### src/rtl/pong_vga_pkg.sv
// Shared raster timing definitions for the pong display path.
// Holds the 640x480@60 Hz timing constants (used as parameter defaults by
// vga_timing_gen), the derived line/frame totals and the coordinate type.
// The draw modules use the same constants for border and paddle limits.
package pong_vga_pkg;

   localparam int COORD_W = 10;
   typedef logic [COORD_W-1:0] coord_t;

   localparam int VGA_H_VISIBLE = 640;
   localparam int VGA_H_FP      = 16;
   localparam int VGA_H_SYNC    = 96;
   localparam int VGA_H_BP      = 48;
   localparam int VGA_V_VISIBLE = 480;
   localparam int VGA_V_FP      = 10;
   localparam int VGA_V_SYNC    = 2;
   localparam int VGA_V_BP      = 33;
   localparam int VGA_CLK_DIV   = 4;

   localparam int H_TOTAL = VGA_H_VISIBLE + VGA_H_FP + VGA_H_SYNC + VGA_H_BP;
   localparam int V_TOTAL = VGA_V_VISIBLE + VGA_V_FP + VGA_V_SYNC + VGA_V_BP;

endpackage

### src/rtl/vga_timing_gen_if.sv
// Raster output bundle from vga_timing_gen to the monitor pins and draw logic.
//   hsync, vsync   : active-low sync pulses
//   video_on       : current (x,y) is inside the visible area
//   p_tick         : one-clk pixel enable
//   x, y           : current pixel column / line
//   vblank_start   : one-clk pulse on entry to (0, V_VISIBLE)
// master = timing generator, slave = consumers.
interface vga_timing_gen_if;
   import pong_vga_pkg::*;

   logic   hsync;
   logic   vsync;
   logic   video_on;
   logic   p_tick;
   coord_t x;
   coord_t y;
   logic   vblank_start;

   modport master (
      output hsync, vsync, video_on, p_tick, x, y, vblank_start
   );

   modport slave (
      input hsync, vsync, video_on, p_tick, x, y, vblank_start
   );

endinterface

### src/rtl/pixel_tick_div.sv
// Pixel enable generator: a counter running 0..CLK_DIV-1 that wraps, with a
// registered one-clk tick asserted on the edge after the counter reaches its
// last value (first tick on the CLK_DIV-th edge after reset release).
//   clk     : system clock
//   reset_n : asynchronous active-low reset
//   tick    : one clk wide, every CLK_DIV clocks
module pixel_tick_div #(
   parameter int CLK_DIV = 4
) (
   input  logic clk,
   input  logic reset_n,
   output logic tick
);

   localparam int DIV_W = (CLK_DIV > 1) ? $clog2(CLK_DIV) : 1;
   localparam logic [DIV_W-1:0] DIV_LAST = DIV_W'(CLK_DIV - 1);

   logic [DIV_W-1:0] div;

   always_ff @(posedge clk or negedge reset_n) begin
      if (!reset_n) begin
         div  <= '0;
         tick <= 1'b0;
      end else begin
         tick <= (div == DIV_LAST);
         div  <= (div == DIV_LAST) ? '0 : div + DIV_W'(1);
      end
   end

endmodule

### src/rtl/vga_timing_gen.sv
// Raster timing source: pixel enable from pixel_tick_div, horizontal and
// vertical counters, and registered sync / visible / vblank decode.
//   clk     : system clock (100 MHz)
//   reset_n : asynchronous active-low reset
//   vga     : master side of vga_timing_gen_if (sync pins, x/y, flags)
// The decode registers are loaded from the next-state counter values, so the
// flags are always aligned with the x/y presented in the same cycle.
module vga_timing_gen
   import pong_vga_pkg::*;
#(
   parameter int H_VISIBLE = VGA_H_VISIBLE,
   parameter int H_FP      = VGA_H_FP,
   parameter int H_SYNC    = VGA_H_SYNC,
   parameter int H_BP      = VGA_H_BP,
   parameter int V_VISIBLE = VGA_V_VISIBLE,
   parameter int V_FP      = VGA_V_FP,
   parameter int V_SYNC    = VGA_V_SYNC,
   parameter int V_BP      = VGA_V_BP,
   parameter int CLK_DIV   = VGA_CLK_DIV
) (
   input  logic             clk,
   input  logic             reset_n,
   vga_timing_gen_if.master vga
);

   localparam int HT = H_VISIBLE + H_FP + H_SYNC + H_BP;
   localparam int VT = V_VISIBLE + V_FP + V_SYNC + V_BP;

   localparam coord_t H_LAST   = coord_t'(HT - 1);
   localparam coord_t V_LAST   = coord_t'(VT - 1);
   localparam coord_t H_VIS    = coord_t'(H_VISIBLE);
   localparam coord_t V_VIS    = coord_t'(V_VISIBLE);
   localparam coord_t HS_START = coord_t'(H_VISIBLE + H_FP);
   localparam coord_t HS_END   = coord_t'(H_VISIBLE + H_FP + H_SYNC);
   localparam coord_t VS_START = coord_t'(V_VISIBLE + V_FP);
   localparam coord_t VS_END   = coord_t'(V_VISIBLE + V_FP + V_SYNC);

   logic   p_tick;
   coord_t x_q, y_q;
   coord_t x_nxt, y_nxt;
   logic   hsync_q, vsync_q, video_on_q, vblank_q;

   pixel_tick_div #(
      .CLK_DIV (CLK_DIV)
   ) u_tick_div (
      .clk     (clk),
      .reset_n (reset_n),
      .tick    (p_tick)
   );

   always_comb begin
      x_nxt = x_q;
      y_nxt = y_q;
      if (p_tick) begin
         if (x_q == H_LAST) begin
            x_nxt = '0;
            y_nxt = (y_q == V_LAST) ? '0 : y_q + coord_t'(1);
         end else begin
            x_nxt = x_q + coord_t'(1);
         end
      end
   end

   always_ff @(posedge clk or negedge reset_n) begin
      if (!reset_n) begin
         x_q        <= '0;
         y_q        <= '0;
         hsync_q    <= 1'b1;
         vsync_q    <= 1'b1;
         video_on_q <= 1'b0;
         vblank_q   <= 1'b0;
      end else begin
         // Gated by p_tick so the pulse lasts one clk, not the whole pixel.
         vblank_q <= p_tick && (x_nxt == '0) && (y_nxt == V_VIS);
         // Decode only moves with the counters; this keeps pixel (0,0) of
         // the first frame after reset blanked.
         if (p_tick) begin
            x_q        <= x_nxt;
            y_q        <= y_nxt;
            hsync_q    <= !((x_nxt >= HS_START) && (x_nxt < HS_END));
            vsync_q    <= !((y_nxt >= VS_START) && (y_nxt < VS_END));
            video_on_q <= (x_nxt < H_VIS) && (y_nxt < V_VIS);
         end
      end
   end

   assign vga.p_tick       = p_tick;
   assign vga.x            = x_q;
   assign vga.y            = y_q;
   assign vga.hsync        = hsync_q;
   assign vga.vsync        = vsync_q;
   assign vga.video_on     = video_on_q;
   assign vga.vblank_start = vblank_q;

endmodule

### src/flat_wrapper.sv
// flat-port wrapper written by rule: the top's interface ports become plain ports
module vga_timing_gen_flat import pong_vga_pkg::*;
#(
   parameter int H_VISIBLE = VGA_H_VISIBLE,
   parameter int H_FP      = VGA_H_FP,
   parameter int H_SYNC    = VGA_H_SYNC,
   parameter int H_BP      = VGA_H_BP,
   parameter int V_VISIBLE = VGA_V_VISIBLE,
   parameter int V_FP      = VGA_V_FP,
   parameter int V_SYNC    = VGA_V_SYNC,
   parameter int V_BP      = VGA_V_BP,
   parameter int CLK_DIV   = VGA_CLK_DIV
)
  (clk, reset_n, vga_hsync, vga_vsync, vga_video_on, vga_p_tick, vga_x, vga_y, vga_vblank_start);
  vga_timing_gen_if vga_i ();
  input  logic clk;
  input  logic reset_n;
  output wire logic [$bits(vga_i.hsync)-1:0] vga_hsync;
  output wire logic [$bits(vga_i.vsync)-1:0] vga_vsync;
  output wire logic [$bits(vga_i.video_on)-1:0] vga_video_on;
  output wire logic [$bits(vga_i.p_tick)-1:0] vga_p_tick;
  output wire logic [$bits(vga_i.x)-1:0] vga_x;
  output wire logic [$bits(vga_i.y)-1:0] vga_y;
  output wire logic [$bits(vga_i.vblank_start)-1:0] vga_vblank_start;
  assign vga_hsync = vga_i.hsync;
  assign vga_vsync = vga_i.vsync;
  assign vga_video_on = vga_i.video_on;
  assign vga_p_tick = vga_i.p_tick;
  assign vga_x = vga_i.x;
  assign vga_y = vga_i.y;
  assign vga_vblank_start = vga_i.vblank_start;
  vga_timing_gen #(.H_VISIBLE(H_VISIBLE), .H_FP(H_FP), .H_SYNC(H_SYNC), .H_BP(H_BP), .V_VISIBLE(V_VISIBLE), .V_FP(V_FP), .V_SYNC(V_SYNC), .V_BP(V_BP), .CLK_DIV(CLK_DIV)) u_core (.clk(clk), .reset_n(reset_n), .vga(vga_i));
endmodule
### config.mk
export PLATFORM = sky130hd
export DESIGN_NAME = vga_timing_gen_flat
export DESIGN_NICKNAME = d
export VERILOG_FILES = /design/src/rtl/pong_vga_pkg.sv /design/src/rtl/vga_timing_gen_if.sv /design/src/rtl/pixel_tick_div.sv /design/src/rtl/vga_timing_gen.sv /design/src/flat_wrapper.sv
export SDC_FILE = /design/constraint.sdc
export NUM_CORES = 1
export LEC_CHECK = 0
export ABC_AREA = 1
export CAP_MARGIN = 15
export CORE_MARGIN = 2
export CORE_UTILIZATION = 48
export DETAILED_ROUTE_END_ITERATION = 7
export HOLD_SLACK_MARGIN = 0.05
export PLACE_DENSITY = 0.75
export REMOVE_ABC_BUFFERS = 1
export SYNTH_ARGS = -nofsm -noshare
export SYNTH_HDL_FRONTEND = slang
export SYNTH_HIERARCHICAL = 1
export SYNTH_SLANG_ARGS = --single-unit
### constraint.sdc
create_clock -name clk -period 2 [get_ports clk]
set_clock_uncertainty 0.2 [all_clocks]
set_input_delay 0.3 -clock clk [delete_from_list [all_inputs] [get_ports clk]]
set_output_delay 0.3 -clock clk [all_outputs]
set_load 0.02 [all_outputs]
# Word-level counts from Yosys, hierarchy flattened
# Cells that the tools add are included.
# classes
addsub	3
order_cmp	6
eq_ne	4
n_mux	6
n_reduce_logical	8
# op_table
operator	count
$mux 10	5
$add 10x1->10 const B	2
$eq 10x10->1 const B	2
$lt 10x10->1 const B	2
$lt 10x9->1 const B	2
$eq 10x9->1 const B	1
$ge 10x10->1 const B	1
$ge 10x9->1 const B	1
$logic_not 10->1	1
$logic_and 1x1->1	5
$add 2x1->2 const B	1
$eq 2x2->1 const B	1
$logic_not 1->1	2
$mux 2	1
# totals
register_bits	27
input_bits	2
output_inout_bits	25
elab_cells	35

# Logic depth before layout (Yosys ltp)
# Gate-level depths: netlist of the first run.
# logic_depth
depth_word	7
mapped_depth	15
ltp_nobuf	15

# Cells and area by module
# The synthesis of the first run kept the hierarchy.
# modules_own_cells
mod	instances	cells_per_inst	area_each_um2	seq_area_each_um2
vga_timing_gen	1	240	1654.1	603.1
pixel_tick_div	1	5	91.3	75.1

# Worst setup path before layout of the first run
# OpenSTA, ideal clock, no wires.
# synth_timing
path_type	reg-to-reg
startpoint	register u_core.x_q[1], in the netlist u_core/vga.x[1]
endpoint	register u_core.video_on_q, in the netlist u_core/vga.video_on
setup_ps	116
arrival_ps	1719
t_required_ps	1684
path_slack_ps	-35
path_stages_with_launch	15
path_buffers	0
synth_period_minus_slack_ps	2035
path_cell_list	dfrtp_1 -> ha_1 -> nand2_2 -> nor2_4 -> inv_2 -> nor2_8 -> nand3_1 -> nand2_1 -> nand2_1 -> nand2_2 -> nand3_2 -> nor2_4 -> nand2_1 -> nand2_1 -> nand2_1
# synth_between
elab_chain_len	5
elab_cells_between_ends	9
cone_classes	add/sub (1); order compare (2); eq/ne (1); mux (4); reduce/logical (1)
# synth_rtl
item	line_no	rtl
start, declared	vga_timing_gen.sv:39	coord_t x_q, y_q;
start signal, assigned	vga_timing_gen.sv:78	x_q <= x_nxt;
$add 10x1->10 / $eq 10x10->1 (equally long branches)	vga_timing_gen.sv:59, vga_timing_gen.sv:55	
$mux 10	vga_timing_gen.sv:55	if (x_q == H_LAST) begin
$mux 10	vga_timing_gen.sv:54	if (p_tick) begin
$lt 10x10->1 / $lt 10x9->1 (equally long branches)	vga_timing_gen.sv:82	video_on_q <= (x_nxt < H_VIS) && (y_nxt < V_VIS);
$logic_and 1x1->1 *	vga_timing_gen.sv:82	
end signal, assigned	vga_timing_gen.sv:82	
end, declared	vga_timing_gen.sv:41	logic hsync_q, vsync_q, video_on_q, vblank_q;
# Mark *: on every way between the ends. The rest lies on a longest branch, timed or not.
# A chain may end at the register's enable or synchronous reset.

# Worst setup path after layout of the first run
# layout_timing
startpoint	register u_core.x_q[5], in the netlist u_core/vga.x[5]
endpoint	register u_core.video_on_q, in the netlist u_core/vga.video_on
# The elaborated chain is that of the path after synthesis.

==> flow_metrics.tcl, run 1 <==
set metrics [dict create \
    outcome "finished with violations" \
    violations "negative setup slack" \
    r2r-start "u_core/vga.x[5]" \
    coreArea_sq_mm 0.003416 \
    internal_power_uw 624.2 \
    drt_iter0_markers 124 \
    synthAdderAreaFrac_pct 2.867 \
    ys.flop_type "dfrtp_1" \
    rsz0062_at_grt "yes" \
    numCtsBuffers 3 \
    syn_inst 245 \
    critPathBufInv 1 \
    track_usage_pct 21.75 \
    cts_tree "yes" \
    dieArea_sq_mm 0.004134 \
    layout_min_cycle_time_ns 2.073 \
    port-buffer-count 26 \
    drv_slew 0 \
    yosysUniqueCellTypes 25 \
    crit_path_start_kind "flip-flop" \
    dpl_cell_area_sq_mm 0.002203 \
    cts_num_sinks 27 \
    grt_pass1_vias 1623 \
    slew_headroom_pct 76.54 \
    crit_path_end_kind "flip-flop" \
    tightest_slew_ns 0.3519 \
    hold_viol_final 0 \
    synth_xor_area_share_pct 2.007 \
    critical_path.max_fanout 6 \
    powerDensity_mw_per_mm2 342.9 \
    gp_congestion 0.9294 \
    cts_root_buffer "clkbuf_4" \
    startpoint "u_core/vga.x[5]" \
    wl_um 4301 \
    cts_hold_buf 0 \
    drt_first_pass_iters 4 \
    setup_viol 3 \
    muxShareOfSynthArea_pct 0 \
    r2r_setup_slack_ns -0.07 \
    avgSynthCellArea_sq_um 7.124 \
    pwr-share-seq_pct 68.3 \
    final_area_sq_mm 0.002335 \
    post-synth-top-area-cell "dfrtp_1" \
    grt_pass1_wl_um 7107 \
    synthTopCellsByArea "dfrtp_1, nand2_1, inv_1, nand3_1, nor2_1" \
    cpPeakStageDelay_ns 0.43 \
    grt_max_degree 28 \
    layout.nets 308 \
    mostFrequentLayoutCells "nand2_1, inv_1, buf_4" \
    required_ns 2.03 \
    start_util_pct 51.10 \
    synth_top_family_by_area "simple AND/OR/NAND/NOR gates" \
    r2r-end "u_core/vga.video_on" \
    dp.final_hpwl_um 3278 \
    crit_arrival_ns 2.10 \
    synthToLayoutAreaGrowth_pct 33.76 \
    report.power.total_uw 800.5 \
    cp_common_cell "nand2_1" \
    drc 0 \
    grt-ovfl-total 0 \
    fin_cells 347 \
    synth_top_area_share_pct 35.84 \
    max_cap_violations 0 \
    place_inst 337 \
    hp-class "input pin to asynchronous set/reset pin" \
    min_period_over_period_pct 103.6 \
    worstSetupPathType "flip-flop to flip-flop" \
    fin_ws_ns -0.07285 \
    via_per_inst 5.006 \
    dieHeight_um 64.30 \
    synth_edf_count 0 \
    ios 27 \
    synth_compound_area_share_pct 3.799 \
    htree_levels 1 \
    netlist_area_sq_mm 0.001745 \
    peakVddDrop_mv 0.2661 \
    antenna_found_initial 0 \
    path_cells "nor2_1 > nand3_1 > nor2_8 > nand3_1 > nand2_1 > nand2_1 > inv_2 > nand3_2 > nor2_4 > nand2_1 > nand2_1 > nand2_1" \
    via_count 1737 \
    clkTransAtPathRegs_ns 0.15 \
    yosysWarnings 6 \
    drive_gt1_share_pct 21.59 \
    slowest_stage "dfrtp_1" \
    pwr-share-clk_pct 30.0 \
    yosys.area_share.simple_pct 40.43 \
    synthArstFlopShare_pct 100.0 \
    sw_frac_of_total_pct 22.03 \
    power_leakage_uw 0.001377 \
    cpLargestDelayFamily "simple AND/OR/NAND/NOR gates" \
    fmax_mhz 482.4 \
    clock_path_buffers 2 \
    diodes 0 \
    rr_worst_depth 12 \
    p_comb_share_pct 1.7 \
    wire_per_inst_um 12.39 \
    ys_ff_latch 27 \
    clock_latency_ns 0.32 \
    row_count 21 \
    p_sw_uw 176.3 \
    ys_seq_area_share_pct 38.85 \
    layout_commonest_cell "nand2_1" \
    die_x_um 64.30 \
    drtAntennaViolNets 0 \
]
==> per-stage QoR <==
| stage | hold WS [ns] | utilization, % | TNS (ns) | worst slack, ns |
|---|---|---|---|---|
| finish | 0.1295 | 68.35 | -0.1098 | -0.07285 |
| global route | 0.1473 | 68.35 | -0.6684 | -0.2373 |
| CTS | 0.1301 | 66.30 | -0.02996 | -0.02996 |
| detailed placement | 0.2334 | 64.51 | -0.1048 | -0.06406 |
| global placement | 0.2183 | 64.51 | -0.03050 | -0.03050 |
| floorplan | -0.1956 | - | -0.2000 | -0.07669 |
==> cell families after synthesis <==
kind of cell               count (synthesis)
adders and majority gates                  4
xor gates and xnor gates                   4
AOI/OAI and AO/OA                          9
and+or+nand+nor                          153
DFF                                       27
buffers and inverters                     48
==> routing by layer <==
layer  GRT usage (%)  routed length, um  part of all wire, %  vias up
met5               0                  0                    0        -
met4           5.053                 38                 0.88        0
met1           28.46               1890                   44      814
met3           3.345                221                  5.1        4
met2           37.76               2151                   50       51
li1                -                  -                    -      868
==> Yosys cell counts (2+ instances only) <==
library cell,instances
inv_2,2
dfrtp_1,25
nand4_1,8
inv_1,43
nor2_1,25
xor2_1,4
nor3_1,2
nor2_4,2
or2_2,2
nand2_2,3
dfstp_2,2
o21ai_2,2
o21ai_0,4
nand3_2,3
ha_1,4
nand3_1,24
nand2_1,82
==> repair_timing <==
item                       in CTS  in global routing
setup endpoints to repair       5                 15
setup buffers                   3                  3
gates resized for setup         8                 18
pin swaps                       5                  3
==> state kept, by name, indices dropped and copies added (netlist names) <==
signal,cells
u_core/vga.y,10
u_core/u_tick_div/tick,1
u_core/vga.x,10
u_core/vga.video_on,1
u_core/vga.vblank_start,1
u_core/vga.vsync,1
u_core/vga.hsync,1
u_core/u_tick_div/div,2
==> cell type report <==
type                            count  area (sq um)
Fill cell                         284          1081
Sequential cell                    27         680.7
Multi-Input combinational cell    170         890.9
Timing Repair Buffer               54         493.0
Tap cell                           46         57.56
Inverter                           46         185.2
Clock buffer                        3         22.52
Clock inverter                      1         5.005
==> power groups by stage <==
| stage | clock [uW] | combinational [uW] | sequential, uW |
|---|---|---|---|
| 2_1_floorplan | 0 | 0.000629 | 556 |
| 5_1_grt | 277 | 16.3 | 547 |
| 4_1_cts | 249 | 14.0 | 546 |
| 3_3_place_gp | 0 | 14.0 | 556 |
| 6_report | 241 | 13.6 | 546 |
| 3_5_place_dp | 0 | 14.0 | 556 |
==> worst max path at each step <==
stage | to | slack, ns | cells after the start
2_1_floorplan | u_core/vga.vsync | -0.08 | 12
3_3_place_gp | u_core/vga.video_on | -0.03 | 14
3_5_place_dp | u_core/vga.video_on | -0.06 | 13
4_1_cts | u_core/vga.video_on | -0.03 | 13
5_1_grt | u_core/vga.video_on | -0.24 | 12
6_report | u_core/vga.video_on | -0.07 | 12
Power figures use the tool's default switching activity.
==> run 2, diff against run 1 <==
--- a/config.mk
+++ b/config.mk
@@ -10,6 +10,7 @@
 export CORE_MARGIN = 2
 export CORE_UTILIZATION = 48
 export DETAILED_ROUTE_END_ITERATION = 7
+export GPL_ROUTABILITY_DRIVEN = 0
 export HOLD_SLACK_MARGIN = 0.05
 export PLACE_DENSITY = 0.75
 export REMOVE_ABC_BUFFERS = 1
==> results of run 2 <==
The final DEF is identical to that of run 1; final timing and power are the same.
==> run 3, diff against run 2 <==
--- a/config.mk
+++ b/config.mk
@@ -8,11 +8,11 @@
 export ABC_AREA = 1
 export CAP_MARGIN = 15
 export CORE_MARGIN = 2
-export CORE_UTILIZATION = 48
+export CORE_UTILIZATION = 58
 export DETAILED_ROUTE_END_ITERATION = 7
 export GPL_ROUTABILITY_DRIVEN = 0
 export HOLD_SLACK_MARGIN = 0.05
-export PLACE_DENSITY = 0.75
+export PLACE_DENSITY = 0.85
 export REMOVE_ABC_BUFFERS = 1
 export SYNTH_ARGS = -nofsm -noshare
 export SYNTH_HDL_FRONTEND = slang
==> constraint.sdc (replaced) <==
create_clock -name clk -period 2.4 [get_ports clk]
set_clock_uncertainty 0.2 [all_clocks]
set_input_delay 0.36 -clock clk [delete_from_list [all_inputs] [get_ports clk]]
set_output_delay 0.36 -clock clk [all_outputs]
set_load 0.02 [all_outputs]
==> run 3 against run 2 <==
The flow finishes with violations (design-rule violations). Largest power group unchanged. Setup slack improved by 0.25 ns. Register-to-register slack improved by 0.33 ns. Critical path type is now flip-flop to primary output. Sequential power fell by 17%. Clock power fell by 15%. Count of clock-buffer cells in the layout rose by 1.
==> flow_metrics.tcl, run 3 (synthesis results as in run 1) <==
set metrics [dict create \
    wl_um 3757 \
    numCtsBuffers 3 \
    required_ns 1.84 \
    via_count 1571 \
    wire_per_inst_um 12.28 \
    cts_hold_buf 0 \
    drt_first_pass_iters 6 \
    min_period_over_period_pct 92.65 \
    dieArea_sq_mm 0.003464 \
    hold_viol_final 0 \
    grt_max_degree 28 \
    synthToLayoutAreaGrowth_pct 18.06 \
    cts_tree "yes" \
    mostFrequentLayoutCells "nand2_1, inv_1, clkdlybuf4s50_1" \
    drive_gt1_share_pct 9.455 \
    tns_ns 0 \
    crit_path_start_kind "flip-flop" \
    row_count 19 \
    diodes 0 \
    drv_slew 0 \
    nFillCells 228 \
    clkTransAtPathRegs_ns 0.16 \
    port-buffer-count 26 \
    dieHeight_um 58.86 \
    via_per_inst 5.134 \
    peakVddDrop_mv 0.4137 \
    crit_arrival_ns 1.66 \
    r2r-start "u_core/vga.x[0]" \
    slew_headroom_pct 69.74 \
    grt_pass1_wl_um 6665 \
    tightest_slew_ns 0.4540 \
    drt_iter0_markers 95 \
    die_x_um 58.86 \
    coreArea_sq_mm 0.002805 \
    antenna_found_initial 0 \
    critPathBufInv 1 \
    cts_resized 0 \
    grt-ovfl-total 0 \
    ios 27 \
    outcome "finished with violations" \
    cts_num_sinks 27 \
    crit_path_end "vga_p_tick" \
    track_usage_pct 25.27 \
    setup_viol 0 \
    violations "design-rule violations" \
    htree_levels 1 \
    report.power.total_uw 671.5 \
    path_cells "clkdlybuf4s50_1" \
    layout.nets 282 \
    max_cap_violations 0 \
    rsz0062_at_grt "no" \
    clock_latency_ns 0.34 \
    cp.depth 1 \
    r2r_setup_slack_ns 0.26 \
    grt_pass1_vias 1473 \
    slowest_stage "clkdlybuf4s50_1" \
    cpLargestDelayFamily "buffers and inverters" \
    powerDensity_mw_per_mm2 325.9 \
    start_util_pct 62.22 \
    critical_path.max_fanout 13 \
    post_cts_buffers 0 \
    layout_min_cycle_time_ns 2.224 \
    rr_worst_depth 11 \
    hp-class "input pin to asynchronous set/reset pin" \
    dp.final_hpwl_um 2842 \
    startpoint "u_core/u_tick_div/tick" \
    clock_path_buffers 2 \
    fmax_mhz 449.7 \
    r2r-end "u_core/vga.vblank_start" \
    layout_commonest_cell "nand2_1" \
    crit_path_end_kind "primary output" \
    worstSetupPathType "flip-flop to primary output" \
    drtAntennaViolNets 0 \
    power_leakage_uw 0.001099 \
    drc 1 \
    cts_root_buffer "clkbuf_4" \
    cpPeakStageDelay_ns 0.69 \
]
-- run 3: worst min-delay path by stage --
stage,startpoint,end,cells past startpoint
floorplan,reset_n,u_core/u_tick_div/div[0],0
global placement,u_core/u_tick_div/div[0],u_core/u_tick_div/div[0],1
detailed placement,u_core/u_tick_div/div[0],u_core/u_tick_div/div[0],1
CTS,reset_n,u_core/vga.x[6],2
global route,reset_n,u_core/vga.x[6],2
finish,reset_n,u_core/vga.x[6],2
-- run 3: layout make-up --
cell class	count	area (sq um)	share of cell area [%]
clock buffer	4	26.28	1.275
inverter	46	185.2	8.986
multi-input combinational	170	857.1	41.59
sequential	27	678.2	32.91
tap	31	38.79	1.882
timing repair buffer	28	275.3	13.36
-- run 3: per-stage QoR --
step | cells | setup WS (ns) | utilization, % | hold slack, ns | instance area, sq um
2_1_floorplan | 243 | 0.3233 | - | -0.1356 | 1720
3_3_place_gp | 302 | 0.2981 | 72.52 | 0.2188 | 2034
3_5_place_dp | 302 | 0.2696 | 72.52 | 0.2338 | 2034
4_1_cts | 306 | 0.1751 | 73.46 | 0.1806 | 2061
5_1_grt | 306 | 0.06634 | 73.46 | 0.2028 | 2061
6_report | 306 | 0.1763 | 73.46 | 0.1722 | 2061
-- run 3: per-layer routing --
metal | vias up | wire (um) | track usage [%]
met5 | - | 0 | 0
met2 | 54 | 1728 | 38.25
met4 | 0 | 20 | 5.844
met3 | 2 | 263 | 5.275
li1 | 812 | - | -
met1 | 703 | 1744 | 37.38
-- run 3: power breakdown --
group / total, uW / switching, uW / internal [uW]
combinational: 11.3 / 8.77 / 2.49
clock: 205 / 140 / 65.3
sequential: 455 / 0 / 455
total: 672 / 148 / 523
